<file path="src/rtl/dma_tcdm_pkg.sv">
// dma_tcdm_pkg
// Shared definitions for the DMA TCDM read adapter: FSM state encoding,
// AXI burst/response codes, the bank word width and the tail fields of an
// R FIFO entry. The id/data fields of the entry depend on top-level
// parameters, so the full entry struct is assembled in the top module.
package dma_tcdm_pkg;

    localparam int unsigned BankDataWidth = 32;

    typedef enum logic [1:0] {
        ST_IDLE  = 2'd0,
        ST_ISSUE = 2'd1,
        ST_ERR   = 2'd2
    } state_e;

    localparam logic [1:0] BURST_FIXED = 2'd0;
    localparam logic [1:0] BURST_INCR  = 2'd1;
    localparam logic [1:0] BURST_WRAP  = 2'd2;

    localparam logic [1:0] RESP_OKAY   = 2'd0;
    localparam logic [1:0] RESP_SLVERR = 2'd2;

    // Parameter-independent tail of an R FIFO entry.
    typedef struct packed {
        logic [1:0] resp;
        logic       last;
    } r_tail_t;

endpackage

</file>
<file path="src/rtl/dma_tcdm_beat_collector.sv">
// dma_tcdm_beat_collector
// Gathers the per-bank read responses of one beat. Each bank has a 32-bit
// data register and a valid flag; banks may answer in different cycles.
// Ports: clk_i/rst_ni, rvalid_i/rdata_i bank responses, push_o asserted in
// the cycle the last outstanding bank answers, data_o the assembled beat
// (valid while push_o is high).
module dma_tcdm_beat_collector
    import dma_tcdm_pkg::*;
#(
    parameter int unsigned NumBanks = 2
) (
    input  logic                              clk_i,
    input  logic                              rst_ni,
    input  logic [NumBanks-1:0]               rvalid_i,
    input  logic [NumBanks*BankDataWidth-1:0] rdata_i,
    output logic                              push_o,
    output logic [NumBanks*BankDataWidth-1:0] data_o
);

    logic [NumBanks-1:0]               flags_q;
    logic [NumBanks-1:0]               flags_d;
    logic [NumBanks*BankDataWidth-1:0] data_q;
    logic [NumBanks-1:0]               seen_s;

    // Merge live responses with stored words so the beat can be pushed in
    // the same cycle its last bank answers (no extra cycle of latency).
    always_comb begin
        data_o = data_q;
        for (int unsigned i = 0; i < NumBanks; i++) begin
            data_o[i*BankDataWidth +: BankDataWidth] = rvalid_i[i]
                ? rdata_i[i*BankDataWidth +: BankDataWidth]
                : data_q[i*BankDataWidth +: BankDataWidth];
        end
        seen_s  = flags_q | rvalid_i;
        push_o  = &seen_s;
        flags_d = push_o ? '0 : seen_s;
    end

    // Per-bank data and valid flag registers.
    always_ff @(posedge clk_i or negedge rst_ni) begin
        if (!rst_ni) begin
            flags_q <= '0;
            data_q  <= '0;
        end else begin
            flags_q <= flags_d;
            data_q  <= data_o;
        end
    end

endmodule

</file>
<file path="src/rtl/fifo_v3.sv">
// fifo_v3
// Small synchronous FIFO (common_cells-style interface subset).
// Ports: clk_i/rst_ni clock and async active-low reset, flush_i empties the
// FIFO, push_i/data_i write side, pop_i/data_o read side (data_o is the head
// entry), empty_o head-valid indication. Push while full is accepted only
// together with a pop in the same cycle.
module fifo_v3 #(
    parameter int unsigned DEPTH = 2,
    parameter type         dtype = logic
) (
    input  logic clk_i,
    input  logic rst_ni,
    input  logic flush_i,
    output logic empty_o,
    input  dtype data_i,
    input  logic push_i,
    output dtype data_o,
    input  logic pop_i
);

    localparam int unsigned PtrW = (DEPTH > 1) ? $clog2(DEPTH) : 1;
    localparam int unsigned CntW = $clog2(DEPTH + 1);

    logic [PtrW-1:0] wr_ptr_q;
    logic [PtrW-1:0] rd_ptr_q;
    logic [CntW-1:0] cnt_q;
    dtype            mem_q [DEPTH];
    logic            push_ok_s;
    logic            pop_ok_s;

    function automatic logic [PtrW-1:0] ptr_inc(input logic [PtrW-1:0] p);
        return (p == PtrW'(DEPTH - 1)) ? '0 : (p + PtrW'(1));
    endfunction

    assign empty_o   = (cnt_q == '0);
    assign pop_ok_s  = pop_i & ~empty_o;
    assign push_ok_s = push_i & ((cnt_q != CntW'(DEPTH)) | pop_ok_s);
    assign data_o    = mem_q[rd_ptr_q];

    // Storage, pointers and occupancy count.
    always_ff @(posedge clk_i or negedge rst_ni) begin
        if (!rst_ni) begin
            wr_ptr_q <= '0;
            rd_ptr_q <= '0;
            cnt_q    <= '0;
            for (int unsigned i = 0; i < DEPTH; i++) begin
                mem_q[i] <= '0;
            end
        end else if (flush_i) begin
            wr_ptr_q <= '0;
            rd_ptr_q <= '0;
            cnt_q    <= '0;
        end else begin
            if (push_ok_s) begin
                mem_q[wr_ptr_q] <= data_i;
                wr_ptr_q        <= ptr_inc(wr_ptr_q);
            end
            if (pop_ok_s) begin
                rd_ptr_q <= ptr_inc(rd_ptr_q);
            end
            case ({push_ok_s, pop_ok_s})
                2'b10:   cnt_q <= cnt_q + CntW'(1);
                2'b01:   cnt_q <= cnt_q - CntW'(1);
                default: cnt_q <= cnt_q;
            endcase
        end
    end

endmodule

</file>
<file path="src/rtl/dma_tcdm_read_adapter.sv">
// dma_tcdm_read_adapter
// Converts AXI4 AR bursts into per-beat TCDM requests striped over NumBanks
// 32-bit bank ports, and reassembles bank responses into in-order R beats.
// Ports: AR channel (ar_*), R channel (r_*), TCDM bank ports (mem_*, one
// req/gnt/rvalid bit and one address/data slice per bank), busy_o.
// WRAP bursts are answered with SLVERR beats without touching memory.
// A credit counter (FIFO entries + in-flight beats) bounds outstanding
// beats to RespFifoDepth, so the response FIFO can never overflow.
module dma_tcdm_read_adapter
    import dma_tcdm_pkg::*;
#(
    parameter int unsigned AddrWidth     = 32,
    parameter int unsigned AxiDataWidth  = 64,
    parameter int unsigned IdWidth       = 4,
    parameter int unsigned NumBanks      = 2,
    parameter int unsigned RespFifoDepth = 2
) (
    input  logic                              clk_i,
    input  logic                              rst_ni,
    input  logic                              ar_valid_i,
    output logic                              ar_ready_o,
    input  logic [IdWidth-1:0]                ar_id_i,
    input  logic [AddrWidth-1:0]              ar_addr_i,
    input  logic [7:0]                        ar_len_i,
    input  logic [2:0]                        ar_size_i,
    input  logic [1:0]                        ar_burst_i,
    output logic                              r_valid_o,
    input  logic                              r_ready_i,
    output logic [IdWidth-1:0]                r_id_o,
    output logic [AxiDataWidth-1:0]           r_data_o,
    output logic [1:0]                        r_resp_o,
    output logic                              r_last_o,
    output logic [NumBanks-1:0]               mem_req_o,
    input  logic [NumBanks-1:0]               mem_gnt_i,
    output logic [NumBanks*AddrWidth-1:0]     mem_addr_o,
    output logic [NumBanks-1:0]               mem_we_o,
    input  logic [NumBanks-1:0]               mem_rvalid_i,
    input  logic [NumBanks*BankDataWidth-1:0] mem_rdata_i,
    output logic                              busy_o
);

    localparam int unsigned BeatBytes = AxiDataWidth / 8;
    localparam int unsigned CredW     = $clog2(RespFifoDepth + 1);
    localparam logic [CredW-1:0]     CredMax   = CredW'(RespFifoDepth);
    localparam logic [AddrWidth-1:0] AlignMask = ~AddrWidth'(BeatBytes - 1);

    typedef struct packed {
        logic [IdWidth-1:0]      id;
        logic [AxiDataWidth-1:0] data;
        r_tail_t                 tail;
    } r_entry_t;

    state_e                 state_q, state_d;
    logic                   ar_ready_q, ar_ready_d;
    logic [IdWidth-1:0]     id_q, id_d;
    logic [7:0]             len_q, len_d;
    logic [2:0]             size_q, size_d;
    logic [1:0]             burst_q, burst_d;
    logic [AddrWidth-1:0]   addr_q, addr_d;
    logic [NumBanks-1:0]    granted_q, granted_d;
    logic                   beat_open_q, beat_open_d;
    logic [CredW-1:0]       cred_q, cred_d;
    logic [IdWidth-1:0]     meta_id_q, meta_id_d;
    logic                   meta_last_q, meta_last_d;

    logic                   can_issue_s;
    logic                   beat_start_s;
    logic                   beat_active_s;
    logic                   beat_done_s;
    logic [NumBanks-1:0]    req_s;
    logic [NumBanks-1:0]    granted_now_s;
    logic                   err_push_s;
    logic                   coll_push_s;
    logic [AxiDataWidth-1:0] coll_data_s;
    logic                   fifo_push_s;
    logic                   fifo_pop_s;
    logic                   fifo_empty_s;
    r_entry_t               push_entry_s;
    r_entry_t               head_entry_s;
    logic [AddrWidth-1:0]   addr_step_s;

    // Beat issue: a beat starts only with a free credit; once started it
    // keeps requesting each bank until that bank is granted.
    always_comb begin
        can_issue_s   = (cred_q < CredMax);
        beat_start_s  = (state_q == ST_ISSUE) & ~beat_open_q & can_issue_s;
        beat_active_s = beat_open_q | beat_start_s;
        req_s         = beat_active_s ? ~granted_q : '0;
        granted_now_s = granted_q | (req_s & mem_gnt_i);
        beat_done_s   = beat_active_s & (&granted_now_s);
        granted_d     = beat_done_s ? '0 : granted_now_s;
        beat_open_d   = beat_active_s & ~beat_done_s;
        // ERR beats yield to a collector push so FIFO order stays intact.
        err_push_s    = (state_q == ST_ERR) & can_issue_s & ~coll_push_s;
        fifo_pop_s    = ~fifo_empty_s & r_ready_i;
        fifo_push_s   = coll_push_s | err_push_s;
        addr_step_s   = (burst_q == BURST_FIXED) ? '0 : (AddrWidth'(1'b1) << size_q);
    end

    // Credit counter tracks FIFO entries plus in-flight beats, net of pops.
    always_comb begin
        case ({(beat_start_s | err_push_s), fifo_pop_s})
            2'b10:   cred_d = cred_q + CredW'(1);
            2'b01:   cred_d = cred_q - CredW'(1);
            default: cred_d = cred_q;
        endcase
    end

    // Entry written to the R FIFO: collected data or an SLVERR filler beat.
    always_comb begin
        if (coll_push_s) begin
            push_entry_s.id        = meta_id_q;
            push_entry_s.data      = coll_data_s;
            push_entry_s.tail.resp = RESP_OKAY;
            push_entry_s.tail.last = meta_last_q;
        end else begin
            push_entry_s.id        = id_q;
            push_entry_s.data      = '0;
            push_entry_s.tail.resp = RESP_SLVERR;
            push_entry_s.tail.last = (len_q == 8'd0);
        end
    end

    // FSM next state and burst bookkeeping.
    always_comb begin
        state_d     = state_q;
        id_d        = id_q;
        len_d       = len_q;
        size_d      = size_q;
        burst_d     = burst_q;
        addr_d      = addr_q;
        meta_id_d   = meta_id_q;
        meta_last_d = meta_last_q;
        case (state_q)
            ST_IDLE: begin
                if (ar_valid_i && ar_ready_q) begin
                    id_d    = ar_id_i;
                    len_d   = ar_len_i;
                    size_d  = ar_size_i;
                    burst_d = ar_burst_i;
                    addr_d  = ar_addr_i & AlignMask;
                    state_d = (ar_burst_i == BURST_WRAP) ? ST_ERR : ST_ISSUE;
                end else begin
                    state_d = ST_IDLE;
                end
            end
            ST_ISSUE: begin
                if (beat_done_s) begin
                    // Responses of this beat arrive next cycle; tag them now.
                    meta_id_d   = id_q;
                    meta_last_d = (len_q == 8'd0);
                    addr_d      = addr_q + addr_step_s;
                    if (len_q == 8'd0) begin
                        state_d = ST_IDLE;
                    end else begin
                        len_d = len_q - 8'd1;
                    end
                end else begin
                    state_d = ST_ISSUE;
                end
            end
            ST_ERR: begin
                if (err_push_s) begin
                    if (len_q == 8'd0) begin
                        state_d = ST_IDLE;
                    end else begin
                        len_d = len_q - 8'd1;
                    end
                end else begin
                    state_d = ST_ERR;
                end
            end
            default: begin
                state_d = ST_IDLE;
            end
        endcase
        ar_ready_d = (state_d == ST_IDLE);
    end

    // FSM and datapath registers.
    always_ff @(posedge clk_i or negedge rst_ni) begin
        if (!rst_ni) begin
            state_q     <= ST_IDLE;
            ar_ready_q  <= 1'b0;
            id_q        <= '0;
            len_q       <= 8'd0;
            size_q      <= 3'd0;
            burst_q     <= 2'd0;
            addr_q      <= '0;
            granted_q   <= '0;
            beat_open_q <= 1'b0;
            cred_q      <= '0;
            meta_id_q   <= '0;
            meta_last_q <= 1'b0;
        end else begin
            state_q     <= state_d;
            ar_ready_q  <= ar_ready_d;
            id_q        <= id_d;
            len_q       <= len_d;
            size_q      <= size_d;
            burst_q     <= burst_d;
            addr_q      <= addr_d;
            granted_q   <= granted_d;
            beat_open_q <= beat_open_d;
            cred_q      <= cred_d;
            meta_id_q   <= meta_id_d;
            meta_last_q <= meta_last_d;
        end
    end

    // Bank addresses are driven only while a beat is being requested.
    always_comb begin
        mem_addr_o = '0;
        for (int unsigned i = 0; i < NumBanks; i++) begin
            mem_addr_o[i*AddrWidth +: AddrWidth] = beat_active_s
                ? (addr_q + AddrWidth'(i * 4))
                : '0;
        end
    end

    dma_tcdm_beat_collector #(
        .NumBanks (NumBanks)
    ) i_collector (
        .clk_i    (clk_i),
        .rst_ni   (rst_ni),
        .rvalid_i (mem_rvalid_i),
        .rdata_i  (mem_rdata_i),
        .push_o   (coll_push_s),
        .data_o   (coll_data_s)
    );

    fifo_v3 #(
        .DEPTH (RespFifoDepth),
        .dtype (r_entry_t)
    ) i_r_fifo (
        .clk_i   (clk_i),
        .rst_ni  (rst_ni),
        .flush_i (1'b0),
        .empty_o (fifo_empty_s),
        .data_i  (push_entry_s),
        .push_i  (fifo_push_s),
        .data_o  (head_entry_s),
        .pop_i   (fifo_pop_s)
    );

    assign ar_ready_o = ar_ready_q;
    assign mem_req_o  = req_s;
    assign mem_we_o   = '0;
    assign r_valid_o  = ~fifo_empty_s;
    assign r_id_o     = head_entry_s.id;
    assign r_data_o   = head_entry_s.data;
    assign r_resp_o   = head_entry_s.tail.resp;
    assign r_last_o   = head_entry_s.tail.last;
    assign busy_o     = (state_q != ST_IDLE) | (cred_q != '0);

endmodule

</file>
<file path="config.mk">
export PLATFORM = sky130hd
export DESIGN_NAME = dma_tcdm_read_adapter
export DESIGN_NICKNAME = d
export VERILOG_FILES = /design/src/rtl/dma_tcdm_pkg.sv /design/src/rtl/dma_tcdm_beat_collector.sv /design/src/rtl/fifo_v3.sv /design/src/rtl/dma_tcdm_read_adapter.sv
export SDC_FILE = /design/constraint.sdc
export NUM_CORES = 1
export LEC_CHECK = 0
export CORE_ASPECT_RATIO = 0.6
export CORE_MARGIN = 8
export CORE_UTILIZATION = 30
export CTS_CLUSTER_DIAMETER = 120
export DETAILED_ROUTE_END_ITERATION = 12
export HOLD_SLACK_MARGIN = 0.05
export PLACE_DENSITY = 0.48
export SYNTH_ARGS = -nofsm -noshare
export SYNTH_HDL_FRONTEND = slang
export SYNTH_SLANG_ARGS = --single-unit
</file>
<file path="constraint.sdc">
create_clock -name clk_i -period 5.3 [get_ports clk_i]
set_clock_uncertainty 0.1 [all_clocks]
set_input_delay 1.325 -clock clk_i [delete_from_list [all_inputs] [get_ports clk_i]]
set_output_delay 1.325 -clock clk_i [all_outputs]
set_load 0.1 [all_outputs]
</file>
# Word level (Yosys, flattened, before mapping)
# Cells that the tools add are included.
dict set report totals {
  ff_bits 274
  latch_bits 0
  ramBits 0
  romBits 0
  input_bits 121
  output_inout_bits 142
  word_cells 126
  mem_count 0
}
dict set report classes {
  addsub 9
  mul 0
  div 0
  magnitude_cmp 4
  n_eq_ne 11
  shifts 1
  n_mux 33
  bitwise_logic 24
  reduce_logical 19
}
# operator n
set op_table {}
lappend op_table {{two-way mux 71 bit} 5}
lappend op_table {{two-way mux 32 bit} 7}
lappend op_table {{bitwise mux 142 bit} 1}
lappend op_table {{demux 71 bit (select 1 bit)} 1}
lappend op_table {{case mux 32 bit (2 select lines)} 1}
lappend op_table {{adder 32 x 3 -> 32 bit, second input constant} 1}
lappend op_table {{adder 32 bit} 1}
lappend op_table {{two-way mux 8 bit} 4}
lappend op_table {{<< shifter 1 x 3 -> 32 bit, first input constant} 1}
lappend op_table {{case mux 8 bit (3 select lines)} 1}
lappend op_table {{two-way mux 2 bit} 8}
lappend op_table {{nonzero test 2 bit} 5}
lappend op_table {{bitwise AND 1 bit} 9}
lappend op_table {{equality test 2 bit, second input constant} 4}
lappend op_table {{logical NOT 2 bit} 4}
lappend op_table {{logical NOT 8 bit} 1}
lappend op_table {{inequality test 2 bit, second input constant} 4}
lappend op_table {{case mux 2 bit (2 select lines)} 2}
lappend op_table {{AND reduction 2 bit} 4}
lappend op_table {{subtractor 8 x 1 -> 8 bit, second input constant} 1}
lappend op_table {{equality test 2 x 1 -> 1 bit, second input constant} 3}
lappend op_table {{case mux 2 bit (3 select lines)} 1}
lappend op_table {{OR 1 bit} 5}
lappend op_table {{adder 2 x 1 -> 2 bit, second input constant} 2}
lappend op_table {{other kinds (15)} 25}

# Depth between registers and ports, before layout
# Gate-level depths: netlist of the first run.
dict set report logic_depth {
  word_depth 12
  ltp_mapped 12
  depth_no_buf 10
}

# By module
# From an unflattened synthesis of the first run, not the netlist that was laid out.
dict set report unflattened {
  cells_unflattened 1241
  hier_area_um2 14647.8
}
# module instances cells_per_inst area_each_um2 seq_area_each_um2
set by_module_without_submodules {}
lappend by_module_without_submodules {fifo_v3 1 403 6593.8 3653.5}
lappend by_module_without_submodules {dma_tcdm_read_adapter 1 695 5307.6 1551.5}
lappend by_module_without_submodules {dma_tcdm_beat_collector 1 143 2746.4 1651.6}

# Worst setup path after synthesis of the first run
# No wires, ideal clock.
dict set report synth_timing {
  path_type {register to output}
  from {reg addr_q[4]}
  to {out mem_addr_o[47]}
  arrival_time_ns 3.453
  t_required_ns 3.875
  slack_ns 0.422
  path_stages_with_launch 7
  n_path_buf 1
  path_cell_list {dfrtp_1 buf_2 nand4_1 or2_2 nor2_1 a21oi_1 a311oi_1}
}
dict set report synth_via {
  elab_chain_cells 2
}
# element line
set synth_rtl {}
lappend synth_rtl {{start, declared} dma_tcdm_read_adapter.sv:59} ;# logic [AddrWidth-1:0] addr_q, addr_d;
lappend synth_rtl {{start signal, assigned} dma_tcdm_read_adapter.sv:202} ;# addr_q <= addr_d;
lappend synth_rtl {{adder 32 x 3 -> 32 bit} dma_tcdm_read_adapter.sv:216} ;# ? (addr_q + AddrWidth'(i * 4))
lappend synth_rtl {{two-way mux 32 bit} dma_tcdm_read_adapter.sv:216}
lappend synth_rtl {{end, declared} dma_tcdm_read_adapter.sv:35} ;# output logic [NumBanks*AddrWidth-1:0] mem_addr_o,
# Every way passes these cells.

# Worst setup path in the final report of the first run
dict set report layout_timing {
  from {reg addr_q[10]}
  to {out mem_addr_o[60]}
}
# The elaborated chain is that of the path after synthesis.

==> impl_results.md, run 1 <==
- Status: complete, no violations
- CP arrival: 3180 ps
- Met3 wire length: around 2.5 mm
- Ratio of cells with drive above 1 in the final layout: 23.0%
- Worst-Skew Late Latency: between 500 and 600 ps
- Yosys Warn Count: 0
- Pre-Repair DR Iteration Count: 7
- Metal-1 WL: 21.2 mm
- Endpoints failing setup: 0
- Netlist cell types: 76
- Routed met2 length: 18.7 mm
- Routed wire length: 43.2 mm
- Tcrit/Tclk final: between 80% and 90%
- Final #Nets: around 1700
- Max Clock Freq: 217 MHz
- Post-synth EDFFs: 0
- WP data required: 3880 ps
- R2R setup slack: 1820 ps
- Placed Cells: 2162
- Via density: 4.93
- Final TNS setup: 0 ps
- Max Cap Viol: 0
- Initial Util: 30.5%
- DRC: 0
- Max Slew Vio Count: 0
- Slew margin rel.: 26.4%
- Area contributors post-synth: dfrtp_1 50%, mux2_2 12%, nand2_1 6.9%
- Post-route ant nets: 0
- CP Capture Type: output pin
- Crit start category: flop
- Fillers: 4463
- Ant diodes: 0
- Global-route wire length before repair: 66.9 mm
- Synth Flop Type: dfrtp_1
- # clock sinks: 272
- GPL Wtd Cong: 0.896
- Worst slew pin tran: 1100 ps
- Worst Path Max Fanout: 10
- Layout Cells excl Fill: 2210
- Synth top area share: 49.5%
- Overflow after GRT: 0
- CTS tree: built
- I/O pin count: 263
- Gate Count Post-Synth: 1398
- Cts hold-fix bufs: 0
- CTS H-tree depth: 1
- Inserted Clock Buffers: 28
- Count leader, synth: dfrtp_1
- Final hold violations: 0
- Postcts setup bufs: 0
- RSZ-0062 raised after global routing: false
- Hold Crit Class: reg2reg
- Post-DP HPWL: 30.8 mm
- DIE HEIGHT: approximately 180 µm
- CTS clk-pin slew, worst paths: 60 ps
- DR iter-0 viols: 761
- Pin count of the biggest net entering global routing: 115
- Rows: 60
- Top Metal Used: met5
- Die Wd: about 290 µm
- Post-DR wirelength/cell: 19.5 µm
- CTS max path bufs: 3
- Placed Area: around 0.016 mm²
- CTS resizes: 0
- Area leader, netlist: dfrtp_1
- Seq cells post-synth: 272
- Vias in the first global route: between 10000 and 15000
- Avg Inst Size Synth: 9.84 µm²
- Post-Syn Area: approximately 0.014 mm²
- GRT Total Usage: 15.7%
- Synth top cells by count: 272 x dfrtp_1, 253 x nand2_1, 174 x o21ai_0, 146 x mux2_2, 71 x nor2_1
- # port buffers: 256
- Initial antenna violation count: 1
- Die Area: about 0.053 mm²
- Setup Crit Path Kind: reg2out
- Design Area, Final: about 0.017 mm²
- Core Region: between 0.04 and 0.05 mm²
- Via Count: around 11000
- Sequential cell area fraction in the yosys report: 49.5%
- Period minus WS final: 4600 ps
- CTS root buf: clkbuf_16
- Async set-or-reset flop fraction in the synthesized netlist: 100%
- Area grow syn2layout: 25.8%
## cells by family (layout without fill, tap and decap cells)
group	Yosys count	in the layout	synth area share [%]
and+or+nand+nor	501	501	17.0
other	1	3	0.0273
AOI/OAI and AO/OA	286	286	12.2
adders and majority gates	18	18	1.69
DFF	272	272	49.5
muxes	154	154	12.5
xor gates and xnor gates	35	35	2.23
buffers and inverters	131	352	4.81
## cell type report
type,instances,area (µm²),area share [%]
Clock buffer,42,835,4.83
Clock inverter,6,82.6,0.477
Inverter,26,97.6,0.564
Multi-Input combinational cell,997,6310,36.5
Sequential cell,272,6810,39.4
Tap cell,589,737,4.26
Timing Repair Buffer,278,2420,14.0
## final timing paths
path / cells past startpoint / start / endpoint
max in group asynchronous: 2 / rst_ni / burst_q[1]$_DFFE_PN0P_
worst min register to register: 2 / i_r_fifo.mem_q[127]$_DFFE_PN0P_ / i_r_fifo.mem_q[127]$_DFFE_PN0P_
worst min-delay path: 2 / i_r_fifo.mem_q[127]$_DFFE_PN0P_ / i_r_fifo.mem_q[127]$_DFFE_PN0P_
min in group asynchronous: 1 / rst_ni / i_r_fifo.mem_q[30]$_DFFE_PN0P_
worst max register to register: 9 / state_q[1]$_DFF_PN0_ / addr_q[12]$_DFFE_PN0P_
worst max-delay path: 6 / addr_q[10]$_DFFE_PN0P_ / mem_addr_o[60]
## flip-flops by register name, summed over array words and instances, names as in the netlist, 3 cells and up
signal and count:
i_r_fifo.mem_q 140, i_collector.data_q 64, addr_q 32, len_q 8
id_q 4, meta_id_q 4, size_q 3
## layout by cell type, fill, tap and decap left out, drive strengths merged, types with 9 or more instances in the layout
cell           Yosys  layout
nand3             27      27
ha                17      17
a21o               9       9
inv               26      26
mux2             146     146
nand2            253     253
nor3b             10      10
o21ai            178     178
buf               49     161
and2              33      33
o211ai            13      13
or3               21      21
nor4              12      12
o22ai             10      10
and3               9       9
dfrtp            272     272
xor2              16      16
nand4             17      17
xnor2             19      19
nor2              71      71
clkbuf            53      42
a21oi             27      27
clkdlybuf4s50      1     117
nor3              24      24
## critical path, cell delays in order (launching register included)
cell	delay (ps)
dfrtp_1	570
nand2_1	300
nor3_1	920
nor3b_1	310
xnor2_1	100
nor2_1	110
buf_4	300
## metal layers
metal	up-vias	track usage (%)
met5	-	0
li1	5259	-
met1	5303	23.1
met3	52	3.53
met4	2	2.95
met2	275	23.5
## per-stage QoR
stage	util [%]	setup slack (ps)	hold WS (ps)
finish	38.4	698	373
global route	38.4	379	395
CTS	38.4	735	380
detailed placement	36.4	1330	365
global placement	36.4	1380	355
floorplan	-	422	344
Power of run 1 is left out: the tool's default activity adds up to more than one toggle a clock period on the data nets, which glitch-free logic cannot reach.
==> run 2: changes to the inputs <==
--- a/config.mk
+++ b/config.mk
@@ -6,7 +6,6 @@
 export NUM_CORES = 1
 export LEC_CHECK = 0
 export CORE_ASPECT_RATIO = 0.6
-export CORE_MARGIN = 8
 export CORE_UTILIZATION = 30
 export CTS_CLUSTER_DIAMETER = 120
 export DETAILED_ROUTE_END_ITERATION = 12
==> impl_results.md, run 2 (synthesis gave the netlist of run 1 again) <==
- Endpoints failing setup: 0
- Core Region: 0.0450 mm²
- DR iter-0 viols: 723
- Die Wd: ~280 µm
- CTS resizes: 0
- DIE HEIGHT: 168 µm
- Overflow after GRT: 0
- Via Count: 10800
- CTS max path bufs: 3
- Final TNS setup: 0 ps
- Tcrit/Tclk final: between 80% and 90%
- Pin count of the biggest net entering global routing: 106
- DRC: 0
- Hold Crit Class: reg2reg
- Die Area: 0.0467 mm²
- CTS tree: built
- Worst Path Max Fanout: 10
- Ordered list of cells on the worst path: nand2_1, nor3_1, nor3b_1, xnor2_1, nor2_1, buf_4
- GRT Total Usage: 17.8%
- Worst slew pin tran: 1120 ps
- GPL Wtd Cong: 0.866
- CTS root buf: clkbuf_16
- Largest register by flop count: i_r_fifo.mem_q
- Biggest cell delay along the critical path: 970 ps
- Most common cell after layout, fill and taps aside: dfrtp_1
- CP arrival: 3230 ps
- Crit start category: flop
- Pre-Repair DR Iteration Count: 5
- Routed wire length: around 42 mm
- Global-route wire length before repair: around 65 mm
- Post-DR wirelength/cell: 18.9 µm
- Max Cap Viol: 0
- Vias in the first global route: around 11000
- Initial antenna violation count: 1
- Ratio of cells with drive above 1 in the final layout: roughly 23%
- Final #Nets: 1739
- CP Capture Type: output pin
- Post-DP HPWL: 28.9 mm
- CTS H-tree depth: 1
- Inserted Clock Buffers: 28
- RSZ-0062 raised after global routing: false
- Slew margin rel.: between 20% and 30%
- Postcts setup bufs: 0
- Post-route ant nets: 0
- Area grow syn2layout: 26.2%
- Largest registers: i_r_fifo.mem_q: 140 flops, i_collector.data_q: 64 flops, addr_q: 32 flops
- CTS clk-pin slew, worst paths: approximately 60 ps
- Setup Crit Path Kind: reg2out
- Largest register FFs: 140
- Most frequent cells in the layout: 271 x dfrtp_1, 253 x nand2_1, 174 x o21ai_0, 151 x buf_4, 146 x mux2_2
- # port buffers: 256
- Max Slew Vio Count: 0
- Rows: 60
- CP max-delay cell: nor3_1
- Via density: about 5
- Period minus WS final: roughly 4700 ps
- I/O pin count: 263
- R2R setup slack: roughly 1700 ps
- Status: complete, no violations
- Max Clock Freq: 215 MHz
- Final hold violations: 0
- # clock sinks: 272
- Cts hold-fix bufs: 0
- Initial Util: slightly above 30%
- Worst-Skew Late Latency: roughly 560 ps
- WP data required: roughly 3900 ps
[run 2: changes by cell type in the layout (fill, tap and decap cells not counted)]
cell and delta:
buf_12 +1, clkinv_4 +1, a21oi_4 +1, buf_4 -4, diode_2 +1, bufinv_16 +2, clkbuf_1 -2, a21oi_2 -1
[run 2: area by class of cell]
type / instances / area, µm²
diodes: 1 / 2.50
clock buffers: 40 / 827
clock inverters: 9 / 151
fillers: 4510 / 27700
inverters: 26 / 97.6
multi-input cells: 997 / 6320
flip-flops and latches: 272 / 6810
well taps: 589 / 737
repair buffers: 275 / 2410
[run 2: final timing paths]
path	cells past startpoint	startpoint	end
worst min register to register	2	i_r_fifo.mem_q[111]$_DFFE_PN0P_	i_r_fifo.mem_q[111]$_DFFE_PN0P_
min in group asynchronous	1	rst_ni	i_collector.data_q[27]$_DFF_PN0_
worst min-delay path	2	i_r_fifo.mem_q[111]$_DFFE_PN0P_	i_r_fifo.mem_q[111]$_DFFE_PN0P_
worst max-delay path	6	addr_q[10]$_DFFE_PN0P_	mem_addr_o[56]
max in group asynchronous	2	rst_ni	i_r_fifo.mem_q[78]$_DFFE_PN0P_
worst max register to register	8	burst_q[0]$_DFFE_PN0P_	addr_q[9]$_DFFE_PN0P_
[run 2: critical path, delay by kind of cell, from the launching register on]
kind / cells / cell delay [ps]
and+or+nand+nor: 4 / 1700
DFF: 1 / 560
xor gates and xnor gates: 1 / 110
buffers and inverters: 1 / 310
[run 2: metrics by stage]
stage          area, µm²  hold slack, ps  worst slack (ps)  utilization, %  std cells
5_1_grt            17400             397               434            38.5       2208
3_3_place_gp       16400             355              1340            36.4       2159
2_1_floorplan      13800             344               422               -       1400
4_1_cts            17400             378               713            38.5       2208
3_5_place_dp       16400             363              1280            36.4       2159
6_report           17400             372               648            38.5       2209
[run 2: routing by layer]
| metal | track usage [%] | wire length (µm) | vias to the layer above |
|---|---|---|---|
| met5 | 0 | 13 | - |
| met2 | 26.0 | 17700 | 237 |
| li1 | - | - | 5245 |
| met1 | 27.3 | 21500 | 5304 |
| met4 | 3.12 | 632 | 2 |
| met3 | 3.07 | 1910 | 39 |
Power of run 2 is left out for the same reason.
==> run 3: changes to the inputs <==
--- a/config.mk
+++ b/config.mk
@@ -5,12 +5,14 @@
 export SDC_FILE = /design/constraint.sdc
 export NUM_CORES = 1
 export LEC_CHECK = 0
+export CELL_PAD_IN_SITES_DETAIL_PLACEMENT = 0
+export CELL_PAD_IN_SITES_GLOBAL_PLACEMENT = 1
 export CORE_ASPECT_RATIO = 0.6
 export CORE_UTILIZATION = 30
 export CTS_CLUSTER_DIAMETER = 120
 export DETAILED_ROUTE_END_ITERATION = 12
 export HOLD_SLACK_MARGIN = 0.05
-export PLACE_DENSITY = 0.48
+export PLACE_DENSITY = 0.6
 export SYNTH_ARGS = -nofsm -noshare
 export SYNTH_HDL_FRONTEND = slang
 export SYNTH_SLANG_ARGS = --single-unit
==> impl_results.md, run 3 (synthesis gave the netlist of run 1 again) <==
- Die Wd: 278 µm
- Final TNS setup: 0 ps
- Setup Crit Path Kind: reg2out
- Max Cap Viol: 0
- Post-DR wirelength/cell: 19.0 µm
- Final hold violations: 0
- Vias in the first global route: roughly 11000
- RSZ-0062 raised after global routing: false
- Die Area: 0.0467 mm²
- Post-DP HPWL: around 29 mm
- Largest register FFs: 140
- # port buffers: 256
- Crit start category: flop
- WP data required: 3880 ps
- CTS H-tree depth: 1
- Hold Crit Class: reg2reg
- DIE HEIGHT: 168 µm
- Overflow after GRT: 0
- WP buf/inv: 1
- Initial Util: a little under a third
- Pin count of the biggest net entering global routing: 99
- DRC: 0
- Largest register by flop count: i_r_fifo.mem_q
- CP arrival: 3060 ps
- Status: complete, no violations
- Worst-Skew Late Latency: about 560 ps
- Max Clock Freq: around 220 MHz
- DR iter-0 viols: 644
- Fillers: 4502
- CTS max path bufs: 3
- Pre-Repair DR Iteration Count: 7
- Routed wire length: 42.0 mm
- Ordered list of cells on the worst path: nand2_1, nor3_1, nor3b_1, xnor2_1, nor2_1, buf_4
- Global-route wire length before repair: 65.3 mm
- CP Capture Type: output pin
- Worst Path Max Fanout: 10
- Most common cell after layout, fill and taps aside: dfrtp_1
- Post-route ant nets: 0
- GRT Total Usage: 17.9%
- Slew margin rel.: between 10% and 20%
- Largest registers: i_r_fifo.mem_q: 140 flops, i_collector.data_q: 64 flops, addr_q: 32 flops
- Most frequent cells in the layout: 271 x dfrtp_1, 253 x nand2_1, 174 x o21ai_0, 156 x buf_4, 146 x mux2_2
- Delay-heaviest family, CP: simple AND/OR/NAND/NOR gates
- Rows: 60
- Initial antenna violation count: 2
- CTS resizes: 0
- Worst slew pin tran: 1200 ps
- Inserted Clock Buffers: 28
- Cts hold-fix bufs: 0
- Endpoints failing setup: 0
- Ratio of cells with drive above 1 in the final layout: 23.3%
- CP max-delay cell: nor3_1
- Period minus WS final: 4490 ps
- Final #Nets: 1742
- Biggest cell delay along the critical path: 850 ps
- Core Region: 0.0450 mm²
- Area grow syn2layout: 26.2%
- I/O pin count: 263
- Max Slew Vio Count: 0
- Ant diodes: 0
- Via Count: 11000
- Tcrit/Tclk final: approximately 85%
- Postcts setup bufs: 0
- CTS root buf: clkbuf_16
- Via density: between 4 and 5
- # clock sinks: ~270
- GPL Wtd Cong: 0.870
- CTS tree: built
- CTS clk-pin slew, worst paths: 60 ps
## run 3: worst paths after layout
check / to / startpoint / slack (ps) / cells after the start
hold reg to reg: i_r_fifo.mem_q[50]$_DFFE_PN0P_ / i_r_fifo.mem_q[50]$_DFFE_PN0P_ / 370 / 2
max in group asynchronous: size_q[0]$_DFFE_PN0P_ / rst_ni / 3330 / 2
hold / removal: i_r_fifo.mem_q[50]$_DFFE_PN0P_ / i_r_fifo.mem_q[50]$_DFFE_PN0P_ / 370 / 2
setup / recovery: mem_addr_o[52] / addr_q[10]$_DFFE_PN0P_ / 810 / 6
setup reg to reg: addr_q[9]$_DFFE_PN0P_ / burst_q[1]$_DFFE_PN0P_ / 1780 / 8
min in group asynchronous: i_collector.data_q[29]$_DFF_PN0_ / rst_ni / 710 / 1
## run 3: area by class of cell
cell class	count	area (µm²)	area share, %
Tap cell	589	737	4.25
Multi-Input combinational cell	997	6310	36.4
Clock inverter	13	175	1.01
Timing Repair Buffer	278	2410	13.9
Clock buffer	39	813	4.69
Sequential cell	272	6810	39.2
Inverter	26	97.6	0.562
## run 3: tightest hold or removal path, cell delays in order (launching register included)
cell	delay, ps
dfrtp_1	330
nand2_1	40
o21ai_0	60
## run 3: through the flow
stage / setup WS [ps] / instances / util (%) / hold slack, ps / area [µm²]
after floorplan: 422 / 1400 / - / 344 / 13800
after global placement: 1120 / 2162 / 36.3 / 355 / 16400
after detailed placement: 1150 / 2162 / 36.3 / 364 / 16400
after CTS: 782 / 2214 / 38.5 / 379 / 17400
after global routing: 477 / 2214 / 38.5 / 395 / 17400
final: 814 / 2214 / 38.5 / 374 / 17400
## run 3: layer usage
metal / routed length, µm / GRT usage, % / vias up
met1: 21200 / 27.1 / 5465
met5: 0 / 0 / -
met4: 634 / 2.86 / 0
met3: 2240 / 3.41 / 48
met2: 18000 / 26.5 / 253
li1: - / - / 5261
Power of run 3 is left out for the same reason.
